File: config.mk
export PLATFORM = sky130hd
export DESIGN_NAME = raw_data_decoder
export DESIGN_NICKNAME = d
export VERILOG_FILES = /design/src/rtl/raw_data_decoder.sv
export SDC_FILE = /design/constraint.sdc
export NUM_CORES = 1
export LEC_CHECK = 0
export ABC_AREA = 1
export BUFFER_PORTS_ARGS = -buffer_cell sky130_fd_sc_hd__buf_2
export CAP_MARGIN = 25
export CORE_ASPECT_RATIO = 0.9
export CORE_UTILIZATION = 55
export CTS_CLUSTER_SIZE = 25
export DETAILED_ROUTE_END_ITERATION = 8
export MAX_ROUTING_LAYER = met4
export PLACE_DENSITY = 0.95
export SLEW_MARGIN = 20
export SYNTH_ARGS = -nofsm -noshare
export SYNTH_HDL_FRONTEND = slang
export SYNTH_SLANG_ARGS = --single-unit
File: constraint.sdc
create_clock -name clk -period 3.5 [get_ports clk]
set_clock_uncertainty 0.05 [all_clocks]
set_input_delay 0 -clock clk [delete_from_list [all_inputs] [get_ports clk]]
set_output_delay 0 -clock clk [all_outputs]
set_load 0.1 [all_outputs]
File: src/rtl/raw_data_decoder.sv
// Receive-side lane reassembler: pops four encoded lane words (lane 0..3) that share
// one index tag, packs them into a single raw word and pushes it to the raw FIFO.
// Out-of-order lanes or index changes are counted as errors; the partial word is
// dropped and collection restarts on the next lane-0 word.
module raw_data_decoder #(
    parameter int LANE_W = 8,
    parameter int IDX_W  = 8,
    parameter int ERR_W  = 8,
    parameter int DATA_W = 4 * LANE_W
) (
    input  logic              clk,
    input  logic              reset_n,
    input  logic              enc_fifo_empty,
    output logic              enc_fifo_pop,
    input  logic [LANE_W-1:0] enc_data_in,
    input  logic [1:0]        enc_lane_in,
    input  logic [IDX_W-1:0]  enc_index_in,
    input  logic [3:0]        enc_wstrb_in,
    input  logic              raw_fifo_full,
    output logic              raw_fifo_push,
    output logic              raw_fifo_clr,
    output logic [DATA_W-1:0] raw_data_out,
    output logic [IDX_W-1:0]  raw_index_out,
    output logic [3:0]        raw_wstrb_out,
    output logic              lane_err,
    output logic [ERR_W-1:0]  err_count
);

    typedef enum logic [2:0] {
        INIT      = 3'd0,
        COLLECT_0 = 3'd1,
        COLLECT_1 = 3'd2,
        COLLECT_2 = 3'd3,
        COLLECT_3 = 3'd4,
        PUSH      = 3'd5
    } state_t;

    localparam logic [ERR_W-1:0] ERR_ONE = ERR_W'(1);

    state_t     state;
    state_t     next_state;
    logic [1:0] cur_lane;
    logic       latch_first;
    logic       latch_next;
    logic       seq_err;

    // State register; reset parks the machine in INIT so the raw FIFO gets cleared.
    always_ff @(posedge clk or negedge reset_n) begin
        if (!reset_n) begin
            state <= INIT;
        end else begin
            state <= next_state;
        end
    end

    // Next-state, FIFO handshakes and lane-latch decisions.
    always_comb begin
        next_state    = state;
        cur_lane      = 2'd0;
        enc_fifo_pop  = 1'b0;
        raw_fifo_push = 1'b0;
        latch_first   = 1'b0;
        latch_next    = 1'b0;
        seq_err       = 1'b0;
        case (state)
            INIT: begin
                next_state = COLLECT_0;
            end
            COLLECT_0, COLLECT_1, COLLECT_2, COLLECT_3: begin
                case (state)
                    COLLECT_1: cur_lane = 2'd1;
                    COLLECT_2: cur_lane = 2'd2;
                    COLLECT_3: cur_lane = 2'd3;
                    default:   cur_lane = 2'd0;
                endcase
                if (!enc_fifo_empty) begin
                    enc_fifo_pop = 1'b1;
                    if (cur_lane == 2'd0 && enc_lane_in == 2'd0) begin
                        latch_first = 1'b1;
                        next_state  = COLLECT_1;
                    end else if (cur_lane != 2'd0 && enc_lane_in == cur_lane &&
                                 enc_index_in == raw_index_out) begin
                        latch_next = 1'b1;
                        case (cur_lane)
                            2'd1:    next_state = COLLECT_2;
                            2'd2:    next_state = COLLECT_3;
                            default: next_state = PUSH;
                        endcase
                    end else begin
                        seq_err = 1'b1;
                        if (enc_lane_in == 2'd0) begin
                            latch_first = 1'b1;
                            next_state  = COLLECT_1;
                        end else begin
                            next_state = COLLECT_0;
                        end
                    end
                end
            end
            PUSH: begin
                raw_fifo_push = ~raw_fifo_full;
                if (!raw_fifo_full) begin
                    next_state = COLLECT_0;
                end
            end
            default: begin
                next_state = INIT;
            end
        endcase
    end

    // Word assembly: lane 0 starts a fresh word (upper lanes zeroed), later lanes fill in.
    always_ff @(posedge clk or negedge reset_n) begin
        if (!reset_n) begin
            raw_data_out  <= '0;
            raw_index_out <= '0;
            raw_wstrb_out <= '0;
        end else if (latch_first) begin
            raw_data_out  <= {{(3*LANE_W){1'b0}}, enc_data_in};
            raw_index_out <= enc_index_in;
            raw_wstrb_out <= enc_wstrb_in;
        end else if (latch_next) begin
            for (int k = 1; k < 4; k++) begin
                if (cur_lane == 2'(k)) begin
                    raw_data_out[k*LANE_W +: LANE_W] <= enc_data_in;
                end
            end
        end
    end

    // Error pulse, saturating error counter, and the one-shot clear after leaving INIT.
    always_ff @(posedge clk or negedge reset_n) begin
        if (!reset_n) begin
            lane_err     <= 1'b0;
            err_count    <= '0;
            raw_fifo_clr <= 1'b0;
        end else begin
            lane_err     <= seq_err;
            raw_fifo_clr <= (state == INIT);
            if (seq_err && err_count != '1) begin
                err_count <= err_count + ERR_ONE;
            end
        end
    end

endmodule

Word level (Yosys, flattened, before mapping)

Cells that the tools add are included.

Register bits after elaboration: 57
Output and inout bits: 56
Bits of input ports: 26
Word-level logic and storage cells: 75

Multiplexer cells: 31
Add/sub/neg operators: 1
Reductions and logical operators: 17
Equal/unequal tests: 15
Bitwise gates (word level): 1

Operators by type and width:

| cell                                           | number |
|---|---|
| two-way mux 24 bit                             | 2 |
| two-way mux 8 bit                              | 3 |
| two-way mux 1 bit                              | 16 |
| two-way mux 3 bit                              | 4 |
| nonzero test 2 bit                             | 5 |
| case mux 3 bit (3 select lines)                | 1 |
| adder 8 x 1 -> 8 bit (second input constant)   | 1 |
| == test 8 bit                                  | 1 |
| != test 8 bit (second input constant)          | 1 |
| AND reduction 2 bit                            | 4 |
| == test 2 bit (second input constant)          | 3 |
| == test 3 x 2 -> 1 bit (second input constant) | 2 |
| == test 3 bit (second input constant)          | 2 |
| two-way mux 2 bit                              | 3 |
| case mux 2 bit (3 select lines)                | 1 |
| case mux 3 bit (2 select lines)                | 1 |
| == test 2 x 1 -> 1 bit (second input constant) | 2 |
| logical AND 1 bit                              | 4 |
| logical NOT 2 bit                              | 2 |
| != test 2 bit (second input constant)          | 2 |
| OR reduction 4 bit                             | 1 |
| == test 3 x 1 -> 1 bit (second input constant) | 1 |
| logical NOT 3 bit                              | 1 |
| == test 2 bit                                  | 1 |
| inverter 1 bit                                 | 1 |

Depth between registers and ports, before layout

Gate-level depths: netlist (run 1).

Word-level depth: 12
Depth in mapped cells: 12
Gate-level depth less buffers: 12

Worst setup path before layout (run 1)

No wires, ideal clock.

Path kind: reg2reg
From: register err_count[0]
To: register err_count[0]
Clock period less this slack: 2.306 ns
Data required time: 3.291 ns
Setup slack: 1.194 ns
Arrival: 2.097 ns
Buffers on the path: 0
Setup time: 0.159 ns
Stages on the path, launching flop included: 7
Cells stage by stage: dfrtp_1 > ha_1 > nand3_1 > nor2_1 > nand4_1 > nand3b_4 > xnor2_1

Cells in the longest elaborated chain, start to end: 2
Elaborated cells between the ends (all ways): 3
Classes of those cells: 1 x add/sub; 1 x eq/ne; 1 x reduce/logical

RTL lines:

| element                                                      | line | text |
|---|---|---|
| start, declared                                              | 26   | `output logic [ERR_W-1:0] err_count` |
| start signal, assigned                                       | 141  | `err_count <= err_count + ERR_ONE;` |
| branches (longest 2 deep; another with adder 8 x 1 -> 8 bit) | -    |  |

Parallel ways; which one is timed is not known.
A chain may end at the register's enable or synchronous reset.

Worst setup path in the final report (run 1)

From: register state[0]
To: register raw_data_out[8]

Cells in the longest elaborated chain, start to end: 12
Elaborated cells between the ends (all ways): 27
Classes of those cells: 6 x eq/ne; 12 x mux; 9 x reduce/logical

RTL lines:

| element                                                 | line   | text |
|---|---|---|
| start, declared                                         | 40     | `state_t state;` |
| start signal, assigned                                  | 52     | `state <= next_state;` |
| == test 3 bit or == test 3 x 2 -> 1 bit (tied branches) | 65, 70 |  |
| case mux 2 bit (3 select lines)                         | 70     | `case (state)` |
| two-way mux 2 bit                                       | 65     | `case (state)` |
| == test 2 bit or nonzero test 2 bit (tied branches)     | 81     | `end else if (cur_lane != 2'd0 && enc_lane_in == cur_lane &&` |
| logical AND 1 bit (2 in series)                         | 81     |  |
| two-way mux 1 bit                                       | 81     |  |
| two-way mux 1 bit                                       | 78     | `if (cur_lane == 2'd0 && enc_lane_in == 2'd0) begin` |
| two-way mux 1 bit                                       | 76     | `if (!enc_fifo_empty) begin` |
| two-way mux 1 bit                                       | 65     |  |
| nonzero test 2 bit (no line)                            | -      |  |
| AND reduction 2 bit (no line)                           | -      |  |
| end signal, assigned                                    | 119    | `raw_data_out <= {{(3*LANE_W){1'b0}}, enc_data_in};` |
| end signal, assigned by index                           | 125    | `raw_data_out[k*LANE_W +: LANE_W] <= enc_data_in;` |
| end, declared                                           | 22     | `output logic [DATA_W-1:0] raw_data_out,` |

Several ways; a longest one is shown, not always the timed one. The select of a mux whose other input is x is not followed.

==> results of run 1 <==
## power groups by stage
| stage | clock [W] | combinational [W] | sequential (W) |
|---|---|---|---|
| final | 0.000589 | 0.00169 | 0.000937 |
| after global routing | 0.000628 | 0.00177 | 0.000957 |
| after floorplan | 0 | 0.000362 | 0.00196 |
| after detailed placement | 0 | 0.00167 | 0.000938 |
| after CTS | 0.000603 | 0.00169 | 0.000933 |
| after global placement | 0 | 0.00164 | 0.000935 |
## through the flow
| step | utilization, % | cells | hold WS [ps] | worst slack (ps) |
|---|---|---|---|---|
| final | 77.7 | 511 | 62.2 | 1440 |
| after global routing | 77.7 | 511 | 69.0 | 1260 |
| after CTS | 77.7 | 511 | 35.7 | 1470 |
| after detailed placement | 69.1 | 476 | 127 | 1480 |
| after global placement | 69.1 | 476 | 125 | 1610 |
| after floorplan | - | 338 | -346 | 1190 |
## layout make-up
cell class	instances	area, um2	share of cell area, %
Tap cell	62	77.6	2.17
Inverter	41	158	4.41
Clock buffer	11	141	3.95
Sequential cell	57	1430	39.9
Clock inverter	3	42.5	1.19
Multi-Input combinational cell	233	1100	30.8
Timing Repair Buffer	104	631	17.6
## cells in the mapped netlist (all sizes together)
library cell  number
a21oi              1
nand2            134
nand4              1
dfrtp             57
xnor2              5
buf                6
o21a               1
nor3               2
o21ai             17
xor2               4
clkbuf             1
clkinv             3
o22ai              1
inv               38
nand3b             1
ha                 1
nor2              26
nand3             39
## worst max path at each step
stage                 start                to  slack, ps  depth (start not counted)
3_5_place_dp       state[0]   raw_data_out[8]       1480                          9
4_1_cts            state[0]   raw_data_out[8]       1470                          9
2_1_floorplan  err_count[0]      err_count[0]       1190                          6
6_report           state[0]   raw_data_out[8]       1440                          9
5_1_grt            state[0]  raw_data_out[18]       1260                         10
3_3_place_gp       state[2]          state[1]       1610                          8
## flip-flops by register name (all words and copies together), names as in the netlist
signal	cells
lane_err	1
raw_fifo_clr	1
err_count	8
state	3
raw_index_out	8
raw_wstrb_out	4
raw_data_out	32
## worst max-delay path, delay by kind of cell, from the launching register on
family	cells	cell delay, ps
buffers and inverters	3	600
DFF	1	430
and+or+nand+nor	6	920
## routing by layer
layer  up-vias  GRT usage (%)  part of all wire (%)
met5         -              -                     0
met4         0           11.8                   1.8
met3        14           10.3                   6.9
met2       108           51.4                    51
met1      1240           32.9                    40
li1       1259              -                     -
## logic make-up (layout without fill, tap and decap cells)
family                   Yosys count  in the layout
flip-flops                        57             57
AND/OR/NAND/NOR                  203            203
adder cells (fa/ha/maj)            1              1
buffers and inverters             48            159
XOR/XNOR                           9              9
AO/OA/AOI/OAI                     20             20
==> out/summary.txt, run 1 <==
First-pass GRT wire length: 11,300 um
Status: completed
Fin crit share: 58.9%
Seq cells post-synth: 57
Initial Utilization: 59.0%
Via count: 2,621
Vias in the first global route: 2,485
Clk_lat worst skew: 340 ps
Core box area: 0.00460 mm2
GRT Total Usage: 29.9%
CP Capture Type: register
Switching share of power: 55.7%
Grt total ovfl: 0
Post-synthesis simple-gate area fraction: 33.1%
ANT nets after route: 0
Synthesized instance count: 338
Total power: 0.00322 W
P_int: 0.00143 W
Wirelength, routed: 6760 um
R2R Setup Slk: 1440 ps
Worst-path clk slew: 60 ps
Worst VDD drop: 1.08 mV
Hold path cells: 5
CP required: 3720 ps
Count of cell types in the netlist: 27
CP cell instances: inv_1 > nand3_2 > nand2_1 > nor2_2 > inv_2 > nand2_2 > buf_4 > nand3_1 > nand2_1
Slew at the pin closest to its max-slew limit: 697 ps
CP max-delay cell: dfrtp_1
Rows: 23
Fin. Hold Viols: 0
Num Clock Sinks: 57
Critical path's most frequent cell: nand2_1
Register area share after synthesis: 52.5%
Min-delay src: raw_fifo_full
CTS tree: built
IO Pins: 82
Compound-Gate Fraction of Synth Area: 3.96%
Area contributors post-synth: dfrtp_1 52%, nand2_1 18%, nand3_1 6.8%, inv_1 4.7%, nor2_1 2.9%
Num CTS Buffers: 9
Leak Pwr: 2.19 nW
Die Ht: 68.7 um
Post-synth top area cell: dfrtp_1
Yosys top cell area share: 52.5%
Clock Path Buffers: 2
Area Overhead vs Synth: 31.6%
CP Max Fanout: 39
# nets final: 473
Setup_tns: 0 ps
CTS root buf: clkbuf_8
DR iter-0 viols: 157
Most frequent cells in the layout: 127 x nand2_1, 81 x buf_2, 57 x dfrtp_1
Logic pwr share: 52.6%
Adder-Cell Fraction of Synth Area: 0.460%
F_max: 0.485 GHz
Final Max Slew Viols: 0
Post-Syn Area: 0.00272 mm2
Initial antenna violation count: 0
WP data arrival: 2290 ps
Endpoint, Worst Hold: state[0]
RSZ-0062 raised after global routing: false
Reg-to-reg startpoint: state[0]
Mux cell area share after synthesis: 0%
Crit Path Category: register to register
Post-CTS Setup Inserts: 0
Routed length per instance: 13.2 um
RePlAce Congestion: 0.884
Post-synthesis average cell area: 8.04 um2
Worst slew margin: 53.6%
Mapped Nets: 365
Max Cap Viol: 0
Clock period minus worst slack: 2060 ps
Die area: 0.00523 mm2
HPWL after DPL: 4470 um
Xor/xnor share of the synthesized area: 2.90%
CP peak stage delay: 430 ps
Min-delay worst type: input pin to register
Sequential share of power: 29.1%
Number of buffers added on ports: 81
N_diodes: 0
H-tree Lvls: 3
Post-CTS sizing: 0
R2R Path End: raw_data_out[8]
Placed inst area: 0.00318 mm2
Fill count: 316
Reg2reg path depth: 9
Most common cell after layout, fill and taps aside: nand2_1
Synth Warn #: 0
Pwr dens: 899 mW/mm2
DR pass1 iterations: 4
Hold Buf Count CTS: 21
Clock group share of total power: 18.3%
Critical Path Start Type: register
Combinational family with the most area after synthesis: simple AND/OR/NAND/NOR gates
Finished layout cell area: 0.00358 mm2
Pin count of the biggest net entering global routing: 58
Die W: 76.1 um
Via-per-instance ratio: 5.13
Share of cells above drive strength 1: 26.5%
Setup violators final: 0
Sw Pwr: 0.00179 W
DRC violations left: 0
Note: power is estimated with default switching activity, not from simulation.
==> run 2, diff against run 1 <==
CORE_UTILIZATION = 51   (was 55)
PLACE_DENSITY = 0.89   (was 0.95)
clock period = 2.1 ns   (was 3.5 ns; I/O delays follow)
==> run 2 against run 1 <==
Via count decreased by 1.2%. Die area increased by 7.6%. Utilization down 5.1 points. Worst hold slack worse by 0.70 ps. Power is 68% higher. Clock power up 75%. First-iteration DRC count is 41% lower. Setup slack worse by 1200 ps. Clock-buffer cell count stayed put. Largest cell class unchanged.
==> out/summary.txt, run 2 (same netlist as run 1, synthesis figures left out) <==
Via-per-instance ratio: 5.00
RePlAce Congestion: 0.935
DR pass1 iterations: 4
CTS tree: built
Place WS: 265 ps
Post-CTS Setup Inserts: 0
Leak Pwr: 2.20 nW
Most frequent cells in the layout: 127 x nand2_1, 81 x buf_2, 50 x dfrtp_1
Num CTS Buffers: 9
DR iter-0 viols: 93
Worst-path clk slew: 60 ps
Number of buffers added on ports: 81
RSZ-0062 raised after global routing: false
Pin count of the biggest net entering global routing: 39
Min-delay src: raw_fifo_full
Clk_lat worst skew: 340 ps
Area Overhead vs Synth: 33.1%
Share of cells above drive strength 1: 28.7%
Grt total ovfl: 0
Initial antenna violation count: 0
Die Ht: 71.3 um
HPWL after DPL: 4600 um
Most common cell after layout, fill and taps aside: nand2_1
Clock Path Buffers: 2
Via count: 2,589
N_diodes: 0
Setup violators final: 0
Top flop regs: raw_data_out x32, err_count x8, raw_index_out x8
Core box area: 0.00498 mm2
First-pass GRT wire length: 11,500 um
F_max: 0.545 GHz
Fin crit share: 87.4%
Reg with most FFs: raw_data_out
CTS root buf: clkbuf_8
Wirelength, routed: 6770 um
Crit Path Category: register to register
Setup_tns: 0 ps
Fin. Hold Viols: 0
Hold WS: 61.5 ps
Pwr dens: 1490 mW/mm2
Total power: 0.00540 W
Min-delay worst type: input pin to register
Max Cap Viol: 0
Status: completed
Critical Path Start Type: register
Rows: 24
CP Capture Type: register
Worst Setup SP: state[1]
CP required: 2330 ps
Worst slew margin: 44.2%
Vias in the first global route: 2,601
WP data arrival: 2060 ps
Initial Utilization: 54.5%
Slew at the pin closest to its max-slew limit: 837 ps
Final Max Slew Viols: 0
Num Clock Sinks: 57
CP Max Fanout: 9
DRC violations left: 0
Worst VDD drop: 1.74 mV
Die area: 0.00562 mm2
Fin worst setup slack: 264 ps
IO Pins: 82
Largest register FFs: 32
H-tree Lvls: 3
GRT Total Usage: 27.8%
Die W: 78.9 um
# nets final: 475
ANT nets after route: 0
Routed length per instance: 13.1 um
Clock period minus worst slack: 1840 ps
Reg-to-reg startpoint: state[1]
-- run 2: cell types whose count changed in the layout (fill, tap and decap cells not counted) --
cell      delta
clkinv_4     +1
buf_4        +2
dfrtp_2      +7
dfrtp_1      -7
clkinv_2     +1
-- run 2: layer usage --
layer	up-vias	global-route usage, %	wire length [um]
li1	1263	-	-
met1	1235	32.0	2870
met2	76	46.7	3420
met3	15	8.79	386
met4	0	8.28	96
met5	-	-	0
-- run 2: worst max-delay path: stages (launching register included) --
cell      delay (ps)
dfrtp_1          450
nor2_2           140
nand2_2          100
nand2_1          120
nor2_2            60
a21oi_2          170
nand2_2          140
nor2_8           180
nand2_4          110
clkinv_2         120
nand2_1           70
nand2_1           80
-- run 2: layout make-up --
type / count / area [um2]
Inverter: 41 / 158
Tap cell: 65 / 81.3
Multi-Input combinational cell: 233 / 1100
Timing Repair Buffer: 106 / 646
Clock inverter: 5 / 56.3
Clock buffer: 11 / 141
Sequential cell: 57 / 1440
Fill cell: 382 / 1370
-- run 2: worst paths after layout --
| kind | endpoint | slack (ps) | cells after the start |
|---|---|---|---|
| setup / recovery | raw_data_out[28] | 260 | 11 |
| max in group asynchronous | err_count[3] | 1070 | 3 |
| min in group asynchronous | raw_data_out[11] | 260 | 2 |
| setup reg to reg | raw_data_out[28] | 260 | 11 |
| hold / removal | state[0] | 60 | 5 |
| hold reg to reg | raw_data_out[0] | 440 | 2 |
-- run 2: stage by stage --
stage | cells | area [um2] | util (%)
detailed placement | 481 | 3210 | 64.4
CTS | 518 | 3620 | 72.6
finish | 518 | 3620 | 72.6
floorplan | 338 | 2730 | -
global placement | 481 | 3210 | 64.4
global route | 518 | 3620 | 72.6
-- run 2: timing repair --
item / CTS / global route
hold buffers: 21 / 0
endpoints found under the hold margin: 77 / 0
gates resized for setup: 0 / 0
-- run 2: where the power goes --
part	internal [W]	switching, W
Combinational	0.000465	0.00235
Clock	0.000578	0.000448
Sequential	0.00136	0.000206
Total	0.00240	0.00300
==> run 3, diff against run 2 <==
--- a/config.mk
+++ b/config.mk
@@ -8,3 +8,3 @@
 export ABC_AREA = 1
-export BUFFER_PORTS_ARGS = -buffer_cell sky130_fd_sc_hd__buf_2
+export BUFFER_PORTS_ARGS = -buffer_cell sky130_fd_sc_hd__buf_4
 export CAP_MARGIN = 25
==> constraint.sdc (replaced) <==
create_clock -name clk -period 2.1 [get_ports clk]
set_clock_uncertainty 0.05 [all_clocks]
set_input_delay 0.315 -clock clk [delete_from_list [all_inputs] [get_ports clk]]
set_output_delay 0.315 -clock clk [all_outputs]
set_load 0.1 [all_outputs]
==> run 3 against run 2 <==
The run now ends with negative hold slack left. Design area shrank 0.52%. Setup slack lost 100 ps. First-iteration DRC count grew 110%. Register-to-register slack lost 20 ps. Sequential power is essentially flat. Fmax shrank 5.4%. Sequential share of layout area grew 0.21 points. Clock power shrank 4%. Worst hold slack lost 94 ps. Critical path depth shrank 3. Power grew 1.6%. Critical endpoint is now enc_fifo_pop. Largest cell class unchanged. Highest routed layer unchanged.
==> out/summary.txt, run 3 (same netlist as run 1, synthesis figures left out) <==
DR iter-0 viols: 195
Finished layout cell area: 0.00360 mm2
# nets final: 453
Die Ht: 71.3 um
Wirelength, routed: 6340 um
Via count: 2,468
Rows: 24
Critical Path Start Type: register
Fin crit share: 92.4%
H-tree Lvls: 3
Die W: 78.9 um
Place WS: 277 ps
Number of buffers added on ports: 81
Setup_tns: 0 ps
Initial Utilization: 54.5%
WP data arrival: 1580 ps
Logic pwr share: 53.2%
Sequential share of power: 28.9%
DR pass1 iterations: 4
Fin. Hold Viols: 43
F_max: 0.515 GHz
Fill count: 404
Core box area: 0.00498 mm2
Top flop regs: raw_data_out x32, err_count x8, raw_index_out x8
GRT Total Usage: 26.0%
Placed insts: 480
Pwr dens: 1530 mW/mm2
CP Capture Type: output port
Hold Buf Count CTS: 0
CTS tree: built
Area Overhead vs Synth: 32.4%
Sw Pwr: 0.00298 W
Routed length per instance: 12.8 um
Crit Path Category: register to output port
Vias in the first global route: 2,423
Max Cap Viol: 0
Final Max Slew Viols: 0
Status: finished, violations left
Pin count of the biggest net entering global routing: 58
Setup violators final: 0
ANT nets after route: 0
Min-delay worst type: input pin to asynchronous set/reset pin
Initial antenna violation count: 0
Num CTS Buffers: 9
Non-Filler Instances: 496
Switching share of power: 54.3%
Share of cells above drive strength 1: 29.9%
Hold WS: -32.1 ps
CP required: 1740 ps
Most frequent cells in the layout: 127 x nand2_1, 83 x buf_4, 50 x dfrtp_1
R2R Path End: raw_data_out[12]
CP Max Fanout: 5
Largest register FFs: 32
Via-per-instance ratio: 4.98
RSZ-0062 raised after global routing: false
Placed inst area: 0.00341 mm2
P_int: 0.00251 W
RePlAce Congestion: 0.940
Worst VDD drop: 1.35 mV
Clock Path Buffers: 2
HPWL after DPL: 4580 um
Worst-path clk slew: 70 ps
Worst Setup SP: state[1]
Leak Pwr: 2.14 nW
CTS root buf: clkbuf_8
Clock period minus worst slack: 1940 ps
Clk_lat worst skew: 340 ps
Fin worst setup slack: 159 ps
Reg2reg path depth: 11
Reg with most FFs: raw_data_out
IO Pins: 82
Worst slew margin: 53.1%
Reg-to-reg startpoint: state[1]
Setup crit end: enc_fifo_pop
Num Clock Sinks: 57
First-pass GRT wire length: 10,800 um
R2R Setup Slk: 240 ps
Most common cell after layout, fill and taps aside: nand2_1
Grt total ovfl: 0
DRC violations left: 0
N_diodes: 0
Clock group share of total power: 17.9%
Slew at the pin closest to its max-slew limit: 704 ps
Die area: 0.00562 mm2
Failing checks: negative hold slack
-- run 3: cell count changes in the layout (fill, tap and decap cells not counted), sizes merged --
cell,previous run,this run
buf,85,84
dlygate4sd3,21,0
-- run 3: power groups by stage --
stage / logic, W / clock network [W] / registers, W
global route: 0.00307 / 0.00105 / 0.00162
floorplan: 0.000600 / 0 / 0.00329
finish: 0.00292 / 0.000985 / 0.00158
global placement: 0.00289 / 0 / 0.00158
CTS: 0.00293 / 0.00100 / 0.00158
detailed placement: 0.00293 / 0 / 0.00159
-- run 3: cell type report --
class	count	area, um2	share of cell area, %
tap	65	81.3	2.26
multi-input combinational	233	1100	30.6
timing repair buffer	84	634	17.6
clock inverter	5	56.3	1.56
clock buffer	11	131	3.65
inverter	41	158	4.38
sequential	57	1440	39.9
-- run 3: worst min-delay path by stage --
stage                     slack, ps  depth (start not counted)                to
after floorplan                 -30                          0      err_count[0]
after global placement          360                          1  raw_index_out[3]
after detailed placement        370                          1          lane_err
after CTS                         3                          1  raw_data_out[22]
after global routing             40                          1  raw_wstrb_out[3]
final                           -30                          1          state[2]
-- run 3: timing repair --
action                     in CTS  in global routing
setup endpoints to repair       0                  1
hold endpoints to repair        0                  0
resized for setup               0                  1
buffers inserted                0                  0
-- run 3: stage by stage --
stage               util (%)  power (W)
floorplan                  -    0.00389
global placement        68.3    0.00447
detailed placement      68.3    0.00452
CTS                     72.1    0.00551
global route            72.2    0.00574
finish                  72.2    0.00549
-- run 3: critical path, stage by stage (launching register included) --
cell     delay, ps
dfrtp_1        450
nor2_2         140
nand2_2         90
nand2_1        110
nor2_2          60
inv_2           60
nand2_1         50
inv_1           60
buf_6          220
-- run 3: layer usage --
metal | global-route usage (%) | share of wire [%] | vias to the layer above
met5 | - | 0 | -
met3 | 6.62 | 6.0 | 8
li1 | - | - | 1226
met4 | 9.70 | 1.1 | 0
met1 | 32.1 | 43 | 1155
met2 | 41.6 | 49 | 79
